--- src/rtl/spi_host_fifo_window.sv ---
// Register-window bridge from TX/RX bus windows to a pair of SPI host FIFOs.
// Each window runs its own IDLE/WAIT/RESP FSM with an optional FIFO wait timeout.
module spi_host_fifo_window #(
  parameter int          DataWidth     = 32,
  parameter int          AddrWidth     = 6,
  parameter int unsigned TxOffset      = 32'h24,
  parameter int unsigned RxOffset      = 32'h24,
  parameter int          TimeoutCycles = 16
) (
  input  logic                   clk_i,
  input  logic                   rst_ni,
  input  logic                   tx_valid_i,
  input  logic                   tx_write_i,
  input  logic [AddrWidth-1:0]   tx_addr_i,
  input  logic [DataWidth-1:0]   tx_wdata_i,
  input  logic [DataWidth/8-1:0] tx_wstrb_i,
  output logic                   tx_ready_o,
  output logic                   tx_error_o,
  output logic [DataWidth-1:0]   tx_rdata_o,
  input  logic                   rx_valid_i,
  input  logic                   rx_write_i,
  input  logic [AddrWidth-1:0]   rx_addr_i,
  output logic                   rx_ready_o,
  output logic                   rx_error_o,
  output logic [DataWidth-1:0]   rx_rdata_o,
  output logic                   txf_valid_o,
  output logic [DataWidth-1:0]   txf_data_o,
  output logic [DataWidth/8-1:0] txf_be_o,
  input  logic                   txf_ready_i,
  input  logic                   rxf_valid_i,
  input  logic [DataWidth-1:0]   rxf_data_i,
  output logic                   rxf_ready_o,
  output logic                   tx_timeout_o,
  output logic                   rx_timeout_o
);

  localparam int StrbWidth = DataWidth / 8;
  localparam int CntW = (TimeoutCycles > 1) ? $clog2(TimeoutCycles) : 1;
  localparam logic [CntW-1:0] CntMax = CntW'((TimeoutCycles > 0) ? TimeoutCycles - 1 : 0);
  localparam bit TimeoutEn = (TimeoutCycles > 32'sd0);
  localparam logic [AddrWidth-1:0] TxAddr = AddrWidth'(TxOffset);
  localparam logic [AddrWidth-1:0] RxAddr = AddrWidth'(RxOffset);

  localparam logic [1:0] StIdle = 2'd0;
  localparam logic [1:0] StWait = 2'd1;
  localparam logic [1:0] StResp = 2'd2;

  logic [1:0]           tx_state_q, tx_state_d;
  logic [DataWidth-1:0] tx_data_q, tx_data_d;
  logic [StrbWidth-1:0] tx_strb_q, tx_strb_d;
  logic                 tx_err_q, tx_err_d;
  logic                 tx_to_q, tx_to_d;
  logic [CntW-1:0]      tx_cnt_q, tx_cnt_d;

  logic [1:0]           rx_state_q, rx_state_d;
  logic [DataWidth-1:0] rx_rdata_q, rx_rdata_d;
  logic                 rx_err_q, rx_err_d;
  logic                 rx_to_q, rx_to_d;
  logic [CntW-1:0]      rx_cnt_q, rx_cnt_d;

  // TX window next-state: classify request, then wait for push or timeout
  always_comb begin
    tx_state_d = tx_state_q;
    tx_data_d  = tx_data_q;
    tx_strb_d  = tx_strb_q;
    tx_err_d   = tx_err_q;
    tx_cnt_d   = tx_cnt_q;
    tx_to_d    = 1'b0;
    case (tx_state_q)
      StIdle: begin
        if (tx_valid_i) begin
          tx_data_d = tx_wdata_i;
          tx_strb_d = tx_wstrb_i;
          tx_cnt_d  = {CntW{1'b0}};
          if (!tx_write_i || (tx_addr_i != TxAddr)) begin
            tx_err_d   = 1'b1;
            tx_state_d = StResp;
          end else if (tx_wstrb_i == {StrbWidth{1'b0}}) begin
            tx_err_d   = 1'b0;
            tx_state_d = StResp;
          end else begin
            tx_err_d   = 1'b0;
            tx_state_d = StWait;
          end
        end else begin
          tx_state_d = StIdle;
        end
      end
      StWait: begin
        if (txf_ready_i) begin
          tx_err_d   = 1'b0;
          tx_state_d = StResp;
        end else if (TimeoutEn && (tx_cnt_q == CntMax)) begin
          tx_err_d   = 1'b1;
          tx_to_d    = 1'b1;
          tx_state_d = StResp;
        end else begin
          tx_cnt_d = tx_cnt_q + CntW'(1'b1);
        end
      end
      StResp:  tx_state_d = StIdle;
      default: tx_state_d = StIdle;
    endcase
  end

  // RX window next-state: classify request, then wait for pop or timeout
  always_comb begin
    rx_state_d = rx_state_q;
    rx_rdata_d = rx_rdata_q;
    rx_err_d   = rx_err_q;
    rx_cnt_d   = rx_cnt_q;
    rx_to_d    = 1'b0;
    case (rx_state_q)
      StIdle: begin
        if (rx_valid_i) begin
          rx_cnt_d   = {CntW{1'b0}};
          rx_rdata_d = {DataWidth{1'b0}};
          if (rx_write_i || (rx_addr_i != RxAddr)) begin
            rx_err_d   = 1'b1;
            rx_state_d = StResp;
          end else begin
            rx_err_d   = 1'b0;
            rx_state_d = StWait;
          end
        end else begin
          rx_state_d = StIdle;
        end
      end
      StWait: begin
        if (rxf_valid_i) begin
          rx_rdata_d = rxf_data_i;
          rx_err_d   = 1'b0;
          rx_state_d = StResp;
        end else if (TimeoutEn && (rx_cnt_q == CntMax)) begin
          rx_rdata_d = {DataWidth{1'b0}};
          rx_err_d   = 1'b1;
          rx_to_d    = 1'b1;
          rx_state_d = StResp;
        end else begin
          rx_cnt_d = rx_cnt_q + CntW'(1'b1);
        end
      end
      StResp:  rx_state_d = StIdle;
      default: rx_state_d = StIdle;
    endcase
  end

  // State and data registers for both windows
  always_ff @(posedge clk_i) begin
    if (!rst_ni) begin
      tx_state_q <= StIdle;
      tx_data_q  <= {DataWidth{1'b0}};
      tx_strb_q  <= {StrbWidth{1'b0}};
      tx_err_q   <= 1'b0;
      tx_to_q    <= 1'b0;
      tx_cnt_q   <= {CntW{1'b0}};
      rx_state_q <= StIdle;
      rx_rdata_q <= {DataWidth{1'b0}};
      rx_err_q   <= 1'b0;
      rx_to_q    <= 1'b0;
      rx_cnt_q   <= {CntW{1'b0}};
    end else begin
      tx_state_q <= tx_state_d;
      tx_data_q  <= tx_data_d;
      tx_strb_q  <= tx_strb_d;
      tx_err_q   <= tx_err_d;
      tx_to_q    <= tx_to_d;
      tx_cnt_q   <= tx_cnt_d;
      rx_state_q <= rx_state_d;
      rx_rdata_q <= rx_rdata_d;
      rx_err_q   <= rx_err_d;
      rx_to_q    <= rx_to_d;
      rx_cnt_q   <= rx_cnt_d;
    end
  end

  // Outputs decode straight from registers; data is zeroed outside its valid phase
  assign txf_valid_o  = (tx_state_q == StWait);
  assign txf_data_o   = txf_valid_o ? tx_data_q : {DataWidth{1'b0}};
  assign txf_be_o     = txf_valid_o ? tx_strb_q : {StrbWidth{1'b0}};
  assign tx_ready_o   = (tx_state_q == StResp);
  assign tx_error_o   = tx_ready_o & tx_err_q;
  assign tx_timeout_o = tx_to_q;
  assign tx_rdata_o   = {DataWidth{1'b0}};

  assign rxf_ready_o  = (rx_state_q == StWait);
  assign rx_ready_o   = (rx_state_q == StResp);
  assign rx_error_o   = rx_ready_o & rx_err_q;
  assign rx_rdata_o   = rx_ready_o ? rx_rdata_q : {DataWidth{1'b0}};
  assign rx_timeout_o = rx_to_q;

endmodule

--- config.mk ---
export PLATFORM = sky130hd
export DESIGN_NAME = spi_host_fifo_window
export DESIGN_NICKNAME = d
export VERILOG_FILES = /design/src/rtl/spi_host_fifo_window.sv
export SDC_FILE = /design/constraint.sdc
export NUM_CORES = 1
export LEC_CHECK = 0
export BUFFER_PORTS_ARGS = -buffer_cell sky130_fd_sc_hd__clkbuf_2
export CORE_MARGIN = 3
export CORE_UTILIZATION = 32
export DETAILED_ROUTE_END_ITERATION = 8
export GPL_ROUTABILITY_DRIVEN = 0
export GPL_TIMING_DRIVEN = 0
export SETUP_SLACK_MARGIN = 0.2
export SYNTH_ARGS = -nofsm -noshare
export SYNTH_HDL_FRONTEND = slang
export SYNTH_SLANG_ARGS = --single-unit
--- constraint.sdc ---
create_clock -name clk_i -period 1.9 [get_ports clk_i]
set_input_delay 0.285 -clock clk_i [delete_from_list [all_inputs] [get_ports clk_i]]
set_output_delay 0.285 -clock clk_i [all_outputs]
set_load 0.05 [all_outputs]
Word level (Yosys, flattened, before mapping):

Cells that the tools add are included.

* multiplexer cells: 38
* add/subtract/negate cells: 2
* bitwise logic cells: 5
* eq/ne operators: 16
* reductions and logical operators: 15

Operator list (number)
* $mux 32: 5
* $pmux 32 s2: 1
* $mux 4: 7
* $mux 2: 9
* $pmux 4 s2: 2
* $ne 2x2->1 const B: 6
* $ne 6x6->1 const B: 2
* $mux 1: 10
* $add 4x1->4 const B: 2
* $eq 4x4->1 const B: 2
* $pmux 2 s2: 2
* $reduce_and 4->1: 2
* $reduce_and 3->1: 2
* $reduce_or 3->1: 2
* $eq 2x1->1 const B: 2
* $eq 2x2->1 const B: 2
* $logic_not 2->1: 2
* $logic_not 4->1: 1
* $pmux 1 s2: 2
* $reduce_bool 2->1: 2
* $ne 3x1->1 const B: 1
* $ne 3x2->1 const B: 1
* $not 1->1: 3
* $and 1x1->1: 2
* 3 further kinds: 4

* register bits after elaboration: 84
* word-level logic and storage cells: 87
* output and inout bits: 108

Depth between registers and ports, before layout:

Gate-level depths: netlist of run 1.

* depth after elaboration: 5
* depth in mapped cells: 7

Worst setup path before layout of run 1:

No wires, ideal clock.

* path kind: register to output
* start: register rx_state_q[1]
* end: output port rx_rdata_o[22]
* buffers on the path: 1
* data arrival time: 1790 ps
* stages on the path, launching flop included: 4
* path slack: -175 ps
* cells stage by stage: dfxtp_1 nor2b_1 clkbuf_1 and2_1

* word-level cells in the longest chain between the ends: 2

Ends and longest elaborated chain
* from (decl): line 55 `logic [1:0] rx_state_q, rx_state_d;`
* from (signal assigned): line 157 `rx_state_q <= StIdle;`
* from (signal assigned): line 169 `rx_state_q <= rx_state_d;`
* $eq 2x2->1: line 187 `assign rx_ready_o = (rx_state_q == StResp);`
* named net rx_ready_o: line 23 `output logic rx_ready_o,`
* $mux 32: line 189 `assign rx_rdata_o = rx_ready_o ? rx_rdata_q : {DataWidth{1'b0}};`
* to (decl): line 25 `output logic [DataWidth-1:0] rx_rdata_o,`

The timed path passes the listed nets, and every way through them passes these cells.

Worst setup path in the final report of run 1:

* start: register tx_cnt_q[0]
* end: register tx_cnt_q[3]

* word-level cells in the longest chain between the ends: 4
* elaborated cells on any way between the ends: 7
* those cells by class: add/sub: 1; eq/ne: 2; mux: 3; reduce/logical: 1

Ends and longest elaborated chain
* from (decl): line 53 `logic [CntW-1:0] tx_cnt_q, tx_cnt_d;`
* from (signal assigned): line 156 `tx_cnt_q <= {CntW{1'b0}};`
* from (signal assigned): line 168 `tx_cnt_q <= tx_cnt_d;`
* $add 4x1->4: line 98 `tx_cnt_d = tx_cnt_q + CntW'(1'b1);`
* $mux 4: line 93 `end else if (TimeoutEn && (tx_cnt_q == CntMax)) begin`
* $mux 4: line 90 `if (txf_ready_i) begin`
* $pmux 4 s2: line 69 `case (tx_state_q)`

Parallel ways exist; a longest one is shown, timed or not. The select of a mux whose other input is x is not followed.
A chain may end at the register's enable or synchronous reset.

==> impl_metrics.json, run 1 <==
{
  "vias": 3868,
  "yosys_warnings": 0,
  "tightest_slew_ns": 0.612,
  "clock_path_buffers": 2,
  "worst_clock_skew_ns": 0.00735,
  "grt_max_degree": 15,
  "drive_gt1_frac": 0.443,
  "antenna_cells": 0,
  "fin_crit_ns": 1.75,
  "drc": 0,
  "antenna_found_initial": 0,
  "hold_violations": 0,
  "required_ns": 2.16,
  "p_per_area_mw_per_mm2": 664,
  "drtAntennaViolNets": 0,
  "end_kind": "flop",
  "avgSynthCellArea_um2": 8.11,
  "rsz0062_at_grt": "yes",
  "post-route-period-util": 0.919,
  "synth_top_area_share": 0.445,
  "cts_tree": "built",
  "synth.distinct_cells": 40,
  "wirelength_um": 12000,
  "netlist_instances": 466,
  "yosys-top-cells-area": "dfxtp_1, and2_1, nand2_1, a22oi_1, buf_4",
  "cts.sinks": 84,
  "path_clk_slew_ns": 0.06,
  "port_buffers": 163,
  "die_h_um": 115,
  "track_usage": 0.179,
  "placed_cells": 803,
  "area_delta_synth_final_pct": 67.4,
  "crit_path_start_kind": "flop",
  "worst_ep_arrival_time_ns": 2.00,
  "fillCellCount": 1018,
  "setup_viol": 0,
  "holdPathStages": 3,
  "firstDrtPassIters": 4,
  "design.core.area_mm2": 0.0115,
  "hpwl_um": 8480,
  "ys_seq_elements": 84,
  "cts_root_buffer": "clkbuf_16",
  "synthesis.area_mm2": 0.00378,
  "dieArea_mm2": 0.0131,
  "drtIter0Drc": 142,
  "grt_pass1_vias": 3754,
  "nets": 774,
  "synth_top_cell_by_area": "dfxtp_1",
  "globalRoute.totalOverflow": 0,
  "max_cap_viol_count": 0,
  "insertion_delay_ns": 0.34,
  "cts_max_level": 3,
  "fmax_ghz": 0.572,
  "relSlewSlack": 0.586,
  "fin_setup_tns_ns": 0,
  "min_path_type": "primary input to flop",
  "status": "completed",
  "grt_pass1_wl_um": 18700,
  "stdcell_count": 832,
  "std_cell_rows": 39,
  "rr_worst_depth": 6,
  "ys_seq_area_frac": 0.445,
  "path_class": "flop to flop",
  "hold_buffers": 0,
  "slew_violations": 0,
  "cts_buffers": 9,
  "ir_drop_v": 0.000379,
  "ios": 196,
  "cp_max_fo": 4,
  "viasPerCell": 4.65,
  "start_util": 0.330,
  "p_leak_nw": 2.88,
  "die_w_um": 115,
  "avgRoutedWirePerCell_um": 14.5
}
-- cell usage after synthesis --
master,number
and3_1,3
a211oi_2,1
o21ai_1,2
o21ai_0,1
a2111oi_0,1
clkbuf_1,29
or3_1,3
xor2_1,2
and2_1,71
and3b_1,1
ha_1,2
inv_1,2
nand4b_1,1
o311ai_1,1
nor3b_2,1
nor2_1,38
a21o_1,1
nor3_1,4
nor4bb_1,1
dfxtp_1,84
buf_2,4
or3b_1,1
nor4_1,3
a22oi_1,32
nand3b_1,1
nand2b_4,1
nor3b_1,3
mux2i_1,2
buf_4,32
inv_2,1
nand2b_1,2
nor2b_1,3
a21oi_1,43
nor4b_1,1
nand3_1,5
a31oi_1,3
o21bai_1,1
conb_1,1
or2_0,1
nand2_1,77
-- repair_timing --
action | in CTS | in global routing
endpoints found under the hold margin | 0 | 0
resized for setup | 187 | 95
cloned | 3 | 0
endpoints found under the setup margin | 124 | 133
buffers inserted | 8 | 2
pin swaps | 20 | 4
-- power breakdown --
part	switching [W]	internal [W]	leakage (nW)
logic	0.000349	0.000195	2.04
clock network	0.000728	0.00109	0.148
registers	0.0000253	0.00181	0.688
-- placed cells by master (no fill, tap or decap), types with 2 or more instances in the layout --
| cell | synthesis | routed |
|---|---|---|
| clkbuf_2 | 0 | 100 |
| nand2_1 | 77 | 77 |
| dfxtp_1 | 84 | 77 |
| buf_4 | 32 | 54 |
| a21oi_1 | 43 | 43 |
| nor2_1 | 38 | 38 |
| and2_4 | 0 | 33 |
| conb_1 | 1 | 32 |
| and2_1 | 71 | 30 |
| a22oi_1 | 32 | 30 |
| clkbuf_16 | 0 | 28 |
| buf_8 | 0 | 20 |
| clkbuf_8 | 0 | 18 |
| clkbuf_1 | 29 | 14 |
| buf_6 | 0 | 10 |
| and2_2 | 0 | 8 |
| clkbuf_4 | 0 | 5 |
| nor3_1 | 4 | 4 |
| nand3_1 | 5 | 4 |
| dfxtp_2 | 0 | 4 |
| nor3b_1 | 3 | 3 |
| nor4_1 | 3 | 3 |
| a31oi_1 | 3 | 3 |
| dfxtp_4 | 0 | 3 |
| nand2b_1 | 2 | 2 |
| or3_1 | 3 | 2 |
| o21ai_1 | 2 | 2 |
| mux2i_1 | 2 | 2 |
| and3_1 | 3 | 2 |
| xor2_1 | 2 | 2 |
| a22oi_2 | 0 | 2 |
| clkinvlp_4 | 0 | 2 |
| buf_2 | 4 | 2 |
-- per-layer routing --
layer / up-vias / GRT usage / share of wire
met5: - / 0 / 0
met2: 171 / 0.313 / 0.49
met4: 0 / 0.0618 / 0.017
met1: 1768 / 0.205 / 0.40
met3: 14 / 0.0544 / 0.094
li1: 1915 / - / -
-- through the flow --
stage	total power [W]	util	area, um2	hold WS, ns	setup WS (ns)
2_1_floorplan	0.00222	-	3930	0.362	0.0930
5_1_grt	0.00436	0.552	6330	0.167	0.0822
4_1_cts	0.00423	0.537	6150	0.156	0.111
6_report	0.00420	0.552	6330	0.171	0.153
3_3_place_gp	0.00238	0.429	4920	0.438	-0.113
3_5_place_dp	0.00239	0.429	4920	0.444	-0.144
-- sequential cells by signal, indices dropped and copies added (netlist names) --
signal / cells
rx_rdata_q: 32
tx_data_q: 32
rx_cnt_q: 4
tx_cnt_q: 4
tx_strb_q: 4
rx_state_q: 2
tx_state_q: 2
rx_err_q: 1
rx_timeout_o: 1
tx_err_q: 1
tx_timeout_o: 1
-- kinds of logic (layout without fill, tap and decap cells) --
kind of cell | after synthesis | in the layout | share of synthesized area
muxes | 2 | 2 | 0.00530
buffers and inverters | 68 | 260 | 0.101
xor gates and xnor gates | 2 | 2 | 0.00464
AOI/OAI and AO/OA | 86 | 86 | 0.141
DFF | 84 | 84 | 0.445
other | 1 | 32 | 0.000992
adders and majority gates | 2 | 2 | 0.00662
and+or+nand+nor | 221 | 221 | 0.295
-- cell type report --
type                            count  area [um2]  area share
Tap cell                          143         179      0.0283
Clock inverter                      5        58.8     0.00930
Timing Repair Buffer              176        1670       0.264
Clock buffer                       11         253      0.0400
Sequential cell                    84        1700       0.268
Multi-Input combinational cell    345        1990       0.314
Inverter                            3        13.8     0.00218
Buffer                             65         467      0.0738
-- critical path, stage by stage, from the launching register on --
cell and delay (ns):
dfxtp_4 0.36, ha_4 0.16, and3_4 0.18, or3_4 0.36
buf_6 0.13, or3_1 0.32, a211oi_2 0.17
-- path summary, 6_finish.rpt --
kind                       start             to  slack (ns)
setup reg to reg     tx_cnt_q[0]    tx_cnt_q[3]        0.15
hold reg to reg     tx_data_q[3]   tx_data_q[3]        0.45
hold / removal    tx_wdata_i[16]  tx_data_q[16]        0.17
setup / recovery     tx_cnt_q[0]    tx_cnt_q[3]        0.15
Note: power is estimated with default switching activity, not from simulation.
==> run 2: changes to the inputs <==
PLACE_DENSITY_LB_ADDON = 0.3   (was unset)
==> impl_metrics.json, run 2 (synthesis gave the netlist of run 1 again) <==
{
  "p_clk_frac": 0.452,
  "die_h_um": 115,
  "area_delta_synth_final_pct": 73.6,
  "drive_gt1_frac": 0.449,
  "worst_ep_arrival_time_ns": 1.49,
  "placed_cells": 803,
  "setup_slack_ns": 0.125,
  "reg2reg_to": "tx_cnt_q[3]",
  "stdcell_count": 835,
  "viasPerCell": 4.64,
  "most-common-layout-cells": "clkbuf_2, nand2_1, dfxtp_1, buf_4, clkbuf_16",
  "rrSetupSlack_ns": 0.15,
  "reg2reg_from": "tx_cnt_q[1]",
  "std_cell_rows": 39,
  "slew_violations": 0,
  "wirelength_um": 12300,
  "p_per_area_mw_per_mm2": 666,
  "max_cap_viol_count": 0,
  "seqPwrFrac": 0.420,
  "path_clk_slew_ns": 0.06,
  "port_buffers": 163,
  "comb_power_share": 0.127,
  "antenna_cells": 0,
  "rr_worst_depth": 6,
  "start_util": 0.330,
  "rsz0062_at_grt": "yes",
  "cts.sinks": 84,
  "cts_buffers": 9,
  "drtAntennaViolNets": 0,
  "firstDrtPassIters": 6,
  "globalRoute.totalOverflow": 0,
  "setup_viol": 0,
  "p_int_w": 0.00330,
  "end_kind": "output port",
  "post-route-period-util": 0.934,
  "holdPathStages": 3,
  "min_from": "tx_wdata_i[15]",
  "grt_pass1_wl_um": 19200,
  "largestRegisters": "rx_rdata_q: 32 flops, tx_data_q: 32 flops",
  "hpwl_um": 8250,
  "tightest_slew_ns": 0.664,
  "drtIter0Drc": 191,
  "cts_root_buffer": "clkbuf_16",
  "fin_crit_ns": 1.78,
  "fmax_ghz": 0.563,
  "vias": 3878,
  "layout_commonest_cell": "clkbuf_2",
  "min_path_type": "primary input to flop",
  "clock_path_buffers": 2,
  "drc": 0,
  "whs_endpoint": "tx_data_q[15]",
  "p_leak_nw": 2.97,
  "grt_max_degree": 14,
  "p_sw_frac": 0.245,
  "nets": 777,
  "antenna_found_initial": 0,
  "grt_pass1_vias": 3930,
  "status": "completed",
  "path_class": "flop to output port",
  "post-place-ws_ns": -0.175,
  "insertion_delay_ns": 0.33,
  "dieArea_mm2": 0.0131,
  "cp_max_fo": 6,
  "avgRoutedWirePerCell_um": 14.7,
  "ios": 196,
  "design.core.area_mm2": 0.0115,
  "required_ns": 1.62,
  "relSlewSlack": 0.551,
  "track_usage": 0.183,
  "die_w_um": 115,
  "cts_tree": "built",
  "crit_path_start_kind": "flop",
  "hold_buffers": 0,
  "worst_clock_skew_ns": 0.00436,
  "netSwitchingPower_w": 0.00107,
  "hold_violations": 0,
  "ir_drop_v": 0.000393,
  "cts_max_level": 3
}
## run 2: worst max path at each step
stage	start	to	cells after the start
after floorplan	rx_state_q[1]	rx_rdata_o[22]	3
after global placement	tx_state_q[0]	txf_data_o[22]	6
after detailed placement	tx_state_q[0]	txf_data_o[22]	6
after CTS	rx_state_q[1]	rx_rdata_o[9]	4
after global routing	rx_state_q[0]	rx_rdata_o[30]	4
final	rx_state_q[1]	rx_rdata_o[30]	4
## run 2: area by class of cell
type,instances,area [um2]
Fill cell,997,4910
Timing Repair Buffer,178,1840
Buffer,65,477
Inverter,3,13.8
Sequential cell,84,1700
Multi-Input combinational cell,346,2020
Tap cell,143,179
Clock inverter,4,97.6
Clock buffer,12,236
## run 2: repair_timing
item | in CTS | in global routing
endpoints found under the setup margin | 115 | 140
pin swaps | 35 | 2
gates resized for setup | 223 | 77
setup buffers | 9 | 1
gates cloned | 6 | 0
## run 2: worst max-delay path: stages (launching register included)
cell,delay [ns]
dfxtp_4,0.34
nor2b_4,0.28
clkbuf_8,0.21
and2_2,0.15
clkbuf_8,0.17
## run 2: stage by stage
step                total power (W)   util  hold WS (ns)  TNS, ns  area [um2]
floorplan                   0.00222      -         0.362        0        3930
global placement            0.00237  0.429         0.438    -1.16        4920
detailed placement          0.00238  0.429         0.444    -2.00        4920
CTS                         0.00438  0.561         0.158        0        6430
global route                0.00454  0.572         0.174        0        6560
finish                      0.00437  0.572         0.170        0        6560
## run 2: per-layer routing
layer / track usage / share of wire
met5: 0 / 0
met4: 0.0721 / 0.018
met3: 0.0645 / 0.099
met2: 0.321 / 0.49
met1: 0.202 / 0.40
## run 2: power groups by stage
stage / registers [W] / clock network [W] / logic [W]
final: 0.00184 / 0.00198 / 0.000557
after global placement: 0.00187 / 0 / 0.000499
after CTS: 0.00184 / 0.00200 / 0.000540
after global routing: 0.00184 / 0.00210 / 0.000604
after floorplan: 0.00187 / 0 / 0.000353
after detailed placement: 0.00188 / 0 / 0.000504
